**src/rtl/seg7_scan_ctrl.sv**
```systemverilog
// Multiplexed scan controller for a common-anode hex display bank.
// Double-buffered value, frame-synchronous swap, leading-zero blanking, dead time.
module seg7_scan_ctrl #(
  parameter int NUM_DIGITS = 8,
  parameter int CLK_DIV    = 50000,
  parameter int DEAD_CYC   = 2
) (
  input  logic                    iCLK,
  input  logic                    iRST_N,
  input  logic [4*NUM_DIGITS-1:0] iDATA,
  input  logic [NUM_DIGITS-1:0]   iDP,
  input  logic                    iLOAD,
  input  logic                    iLZ_BLANK,
  output logic [7:0]              oDIG,
  output logic [NUM_DIGITS-1:0]   oDIG_SEL,
  output logic                    oDP,
  output logic                    oFRAME
);

  localparam int CW = (CLK_DIV > 1) ? $clog2(CLK_DIV) : 1;
  localparam int IW = $clog2(NUM_DIGITS);

  localparam logic [CW-1:0] CNT_MAX = CW'(CLK_DIV - 1);
  localparam logic [CW-1:0] DEAD    = CW'(DEAD_CYC);
  localparam logic [IW-1:0] IDX_MAX = IW'(NUM_DIGITS - 1);

  localparam logic [NUM_DIGITS-1:0] SEL_ONE =
    {{(NUM_DIGITS-1){1'b0}}, 1'b1};

  logic [CW-1:0]           r_cnt;
  logic [IW-1:0]           r_idx;
  logic [4*NUM_DIGITS-1:0] r_act_data;
  logic [NUM_DIGITS-1:0]   r_act_dp;
  logic [4*NUM_DIGITS-1:0] r_shd_data;
  logic [NUM_DIGITS-1:0]   r_shd_dp;
  logic                    r_pend;

  logic                  w_tick;
  logic                  w_wrap;
  logic [NUM_DIGITS-1:0] w_zhi;
  logic [NUM_DIGITS-1:0] w_blank_vec;
  logic [3:0]            w_nibs [NUM_DIGITS];
  logic [3:0]            w_nib;
  logic                  w_blank;
  logic                  w_dp_bit;
  logic                  w_en;
  logic [7:0]            w_dig_nxt;
  logic [NUM_DIGITS-1:0] w_sel_nxt;
  logic                  w_dp_nxt;

  assign w_tick = (r_cnt == CNT_MAX);
  assign w_wrap = w_tick && (r_idx == IDX_MAX);

  always_ff @(posedge iCLK or negedge iRST_N) begin
    if (!iRST_N) begin
      r_cnt <= '0;
      r_idx <= '0;
    end else if (w_tick) begin
      r_cnt <= '0;
      r_idx <= (r_idx == IDX_MAX) ? '0 : r_idx + 1'b1;
    end else begin
      r_cnt <= r_cnt + 1'b1;
    end
  end

  // A load landing on the wrap cycle bypasses the shadow straight into active.
  always_ff @(posedge iCLK or negedge iRST_N) begin
    if (!iRST_N) begin
      r_shd_data <= '0;
      r_shd_dp   <= '0;
      r_act_data <= '0;
      r_act_dp   <= '0;
      r_pend     <= 1'b0;
    end else begin
      if (iLOAD) begin
        r_shd_data <= iDATA;
        r_shd_dp   <= iDP;
      end
      if (w_wrap && iLOAD) begin
        r_act_data <= iDATA;
        r_act_dp   <= iDP;
        r_pend     <= 1'b0;
      end else if (w_wrap && r_pend) begin
        r_act_data <= r_shd_data;
        r_act_dp   <= r_shd_dp;
        r_pend     <= 1'b0;
      end else if (iLOAD) begin
        r_pend <= 1'b1;
      end
    end
  end

  always_comb begin
    for (int k = 0; k < NUM_DIGITS; k++) begin
      w_nibs[k] = r_act_data[4*k +: 4];
    end
  end

  // w_zhi[k]: every nibble from k up to the top is zero.
  always_comb begin : zero_scan
    logic w_acc;
    w_acc       = 1'b1;
    w_zhi       = '0;
    w_blank_vec = '0;
    for (int k = NUM_DIGITS - 1; k >= 0; k--) begin
      w_acc          = w_acc && (w_nibs[k] == 4'h0);
      w_zhi[k]       = w_acc;
      w_blank_vec[k] = iLZ_BLANK && (k > 0) && w_acc;
    end
  end

  assign w_nib    = w_nibs[r_idx];
  assign w_blank  = w_blank_vec[r_idx];
  assign w_dp_bit = r_act_dp[r_idx];
  assign w_en     = (r_cnt >= DEAD);

  always_comb begin
    w_dig_nxt = w_blank ? 8'hFF : {4'h0, w_nib};
    w_dp_nxt  = ~(w_dp_bit & ~w_blank);
    w_sel_nxt = '1;
    if (w_en) begin
      w_sel_nxt = ~(SEL_ONE << r_idx);
    end
  end

  always_ff @(posedge iCLK or negedge iRST_N) begin
    if (!iRST_N) begin
      oDIG     <= 8'hFF;
      oDIG_SEL <= '1;
      oDP      <= 1'b1;
      oFRAME   <= 1'b0;
    end else begin
      oDIG     <= w_dig_nxt;
      oDIG_SEL <= w_sel_nxt;
      oDP      <= w_dp_nxt;
      oFRAME   <= w_wrap;
    end
  end

endmodule
```
**config.mk**
```make
export PLATFORM = sky130hd
export DESIGN_NAME = seg7_scan_ctrl
export DESIGN_NICKNAME = d
export VERILOG_FILES = /design/src/rtl/seg7_scan_ctrl.sv
export SDC_FILE = /design/constraint.sdc
export NUM_CORES = 1
export LEC_CHECK = 0
export CORE_ASPECT_RATIO = 1.25
export CORE_MARGIN = 2
export CORE_UTILIZATION = 55
export DETAILED_ROUTE_END_ITERATION = 10
export GPL_TIMING_DRIVEN = 0
export PLACE_DENSITY = 0.79
export SYNTH_ARGS = -nofsm -noshare
export SYNTH_HDL_FRONTEND = slang
export SYNTH_SLANG_ARGS = --single-unit
export TNS_END_PERCENT = 30
```
**constraint.sdc**
```tcl
create_clock -name iCLK -period 5 [get_ports iCLK]
set_input_delay 1 -clock iCLK [delete_from_list [all_inputs] [get_ports iCLK]]
set_output_delay 1 -clock iCLK [all_outputs]
set_load 0.1 [all_outputs]
```
==> results.yml <==
yosys:
  syn_avg_cell_area_um2: 14.4
  synth.cell_area_um2: 5350
  synth_area_leader_cell: "dfrtp_1"
  yosys.area.top_type_share: 0.473
  synth_area_leaders: "dfrtp_1 (47%), mux2_2 (14%), mux2_4 (11%), dfstp_2 (6.9%), mux4_2 (4.2%)"
  async_reset_ff_frac: 1.00
  synth_edf_count: 0
  ys_warn_count: 0
  synth_flop_cell: "dfrtp_1"
  syn_nets: 424
  synthTopCellsByCount: "dfrtp_1 (101), mux2_2 (66), mux2_4 (40), nand2_1 (21)"
  ys_types: 38
  synth-seq-cells: 115
  ys_seq_area_frac: 0.542
  synth_most_common_cell: "dfrtp_1"
  syn_inst: 372
worst_setup_path:
  crit_arrival_ns: 2.20
  crit_type: "reg -> out"
  slowest_delay_ns: 1.12
  r2r_start: "r_idx[1]"
  crit_required_ns: 4.00
  critPathCaptureType: "primary output"
  reg2reg_depth: 6
  worst_path_max_delay_cell: "clkdlybuf4s50_1"
  reg2reg_to: "r_act_data[16]"
  cp_cell_sequence: "buf_4 -> clkdlybuf4s50_1"
  r2r_slack_ns: 2.42
  cp_max_fo: 4
  startpoint_type: "flop"
layout:
  layout.nets: 504
  drive_gt1_frac: 0.374
  diodes: 0
  fin_cells: 591
  multi_input_area_um2: 2310
  regArea_um2: 2900
  final.fill_count: 651
  fin_area_um2: 6680
  finish.utilization: 0.699
  area_growth_pct: 24.9
floorplanning:
  die_h_um: 114
  io_pins: 62
  die_x_um: 92.2
  die_area_um2: 10500
  coreArea_um2: 9560
  rows: 40
  start_util: 0.559
timing:
  setup_viol: 0
  period_needed_ns: 3.20
  worstMarginPinSlew_ns: 0.971
  hold_violations: 0
  report.final.slew_viol_count: 0
  post-route-period-util: 0.639
  layout_setup_ws_ns: 1.80
  skew_ns: 0.0123
  rsz0062_at_grt: "no"
  max_clock_freq_ghz: 0.313
  worst_slew_margin_rel: 0.350
routing:
  drtIter0Drc: 158
  wl_per_cell_um: 18.0
  drc: 0
  routed-via-count: 3269
  vias_per_cell: 5.53
  ant_nets: 0
  drtPass1Iterations: 4
  wl_um: 10600
clock_network:
  path_clk_slew_ns: 0.05
  numCtsBuffers: 17
  cts_tree: "done"
  clock-sinks: 115
  worstSkewPairLatency_ns: 0.42
  cts_buffer_depth: 2
  htree_levels: 4
  holdBufCountCts: 0
  clock-root-buffer: "clkbuf_16"
  post-cts-setup-buffer-count: 0
  cts.repair.resized: 0
worst_hold_path:
  hp-class: "reg -> reg"
  min_path_cells: 2
  whs_endpoint: "r_pend"
  worstHoldStart: "r_pend"
pwr:
  power_leakage_nw: 3.03
  fin_total_pwr_mw: 2.21
  p_per_area_nw_per_um2: 331
  ir_worst_vdd_v: 0.000231
grt:
  grt_first_pass_wirelength_um: 18400
  grt_usage: 0.231
  antenna_found_initial: 0
  grt_max_degree: 60
  grt_pass1_vias: 3574
  grt_remaining_overflow: 0
outcome:
  status: "finished, final reports clean"
placed_design:
  portBuffers: 60
  dp.cells: 559
  post_dp_cell_area_um2: 6130
  dp_hpwl_um: 7260
  post-place-ws_ns: 2.06
  gp_congestion: 0.798
flow_run:
  maxCapViolCount: 0
[worst max path at each step]
| stage | slack [ns] | from | to | cells past startpoint |
|---|---|---|---|---|
| 2_1_floorplan | 2.59 | iLOAD | r_act_data[11] | 5 |
| 3_3_place_gp | -1.28 | iRST_N | r_shd_data[8] | 1 |
| 3_5_place_dp | 2.06 | iLOAD | r_shd_data[16] | 4 |
| 4_1_cts | 1.78 | oDIG[6] | oDIG[6] | 2 |
| 5_1_grt | 1.75 | oDIG[6] | oDIG[6] | 2 |
| 6_report | 1.80 | oDIG[6] | oDIG[6] | 2 |
[through the flow]
step | hold WS (ns) | setup TNS [ns]
final | 0.490 | 0
after global routing | 0.513 | 0
after CTS | 0.487 | 0
after detailed placement | 0.475 | 0
after global placement | 0.465 | -128.55
after floorplan | 0.447 | 0
[metal layers]
metal | up-vias | routed length (um) | share of wire | global-route usage
li1 | 1501 | - | - | -
met1 | 1655 | 4490 | 0.42 | 0.284
met2 | 95 | 5520 | 0.52 | 0.385
met3 | 18 | 421 | 0.040 | 0.0652
met4 | 0 | 197 | 0.019 | 0.0945
met5 | - | 0 | 0 | 0
[logic make-up after synthesis]
family,Yosys count,share of synthesized area
AOI/OAI and AO/OA,15,0.0192
adders and majority gates,8,0.0187
buffers and inverters,26,0.0264
xor gates and xnor gates,12,0.0197
DFF,115,0.542
and+or+nand+nor,79,0.0791
muxes,117,0.295
[critical path: cells and delay by family (launching register included)]
family,cells,cell delay [ns]
buffers and inverters,2,1.23
flip-flops,1,0.56
[registers in the layout, summed over array words and instances, names as in the netlist]
signal,flops
oDIG,5
oDIG_SEL,8
oDP,1
oFRAME,1
r_act_data,32
r_act_dp,8
r_cnt,16
r_idx,3
r_pend,1
r_shd_data,32
r_shd_dp,8
[report_power, final]
group          internal, mW  switching, mW  leakage, nW
combinational        0.0756         0.0517         1.32
sequential            0.965         0.0118         1.45
clock                 0.702          0.407        0.262
total                  1.74          0.470         3.03
[cell type report]
| type | count | area share |
|---|---|---|
| buffer | 19 | 0.0172 |
| clock inverter | 10 | 0.0127 |
| clock buffer | 22 | 0.0695 |
| tap | 126 | 0.0236 |
| multi-input combinational | 231 | 0.346 |
| sequential | 115 | 0.433 |
| inverter | 7 | 0.00393 |
| timing repair buffer | 61 | 0.0937 |
[cell usage in the layout (no fill, tap or decap), types with 5 or more instances in the layout]
cell / count
dfrtp_1: 101
mux2_2: 66
clkdlybuf4s50_1: 59
mux2_4: 40
nand2_1: 21
clkbuf_16: 17
nor2_1: 14
dfstp_2: 14
nand3_1: 12
clkbuf_1: 10
nor4_1: 10
mux4_2: 10
ha_1: 8
inv_1: 6
nor3_1: 6
xnor2_1: 6
xor2_1: 6
clkinv_2: 5
Power figures use the tool's default switching activity.
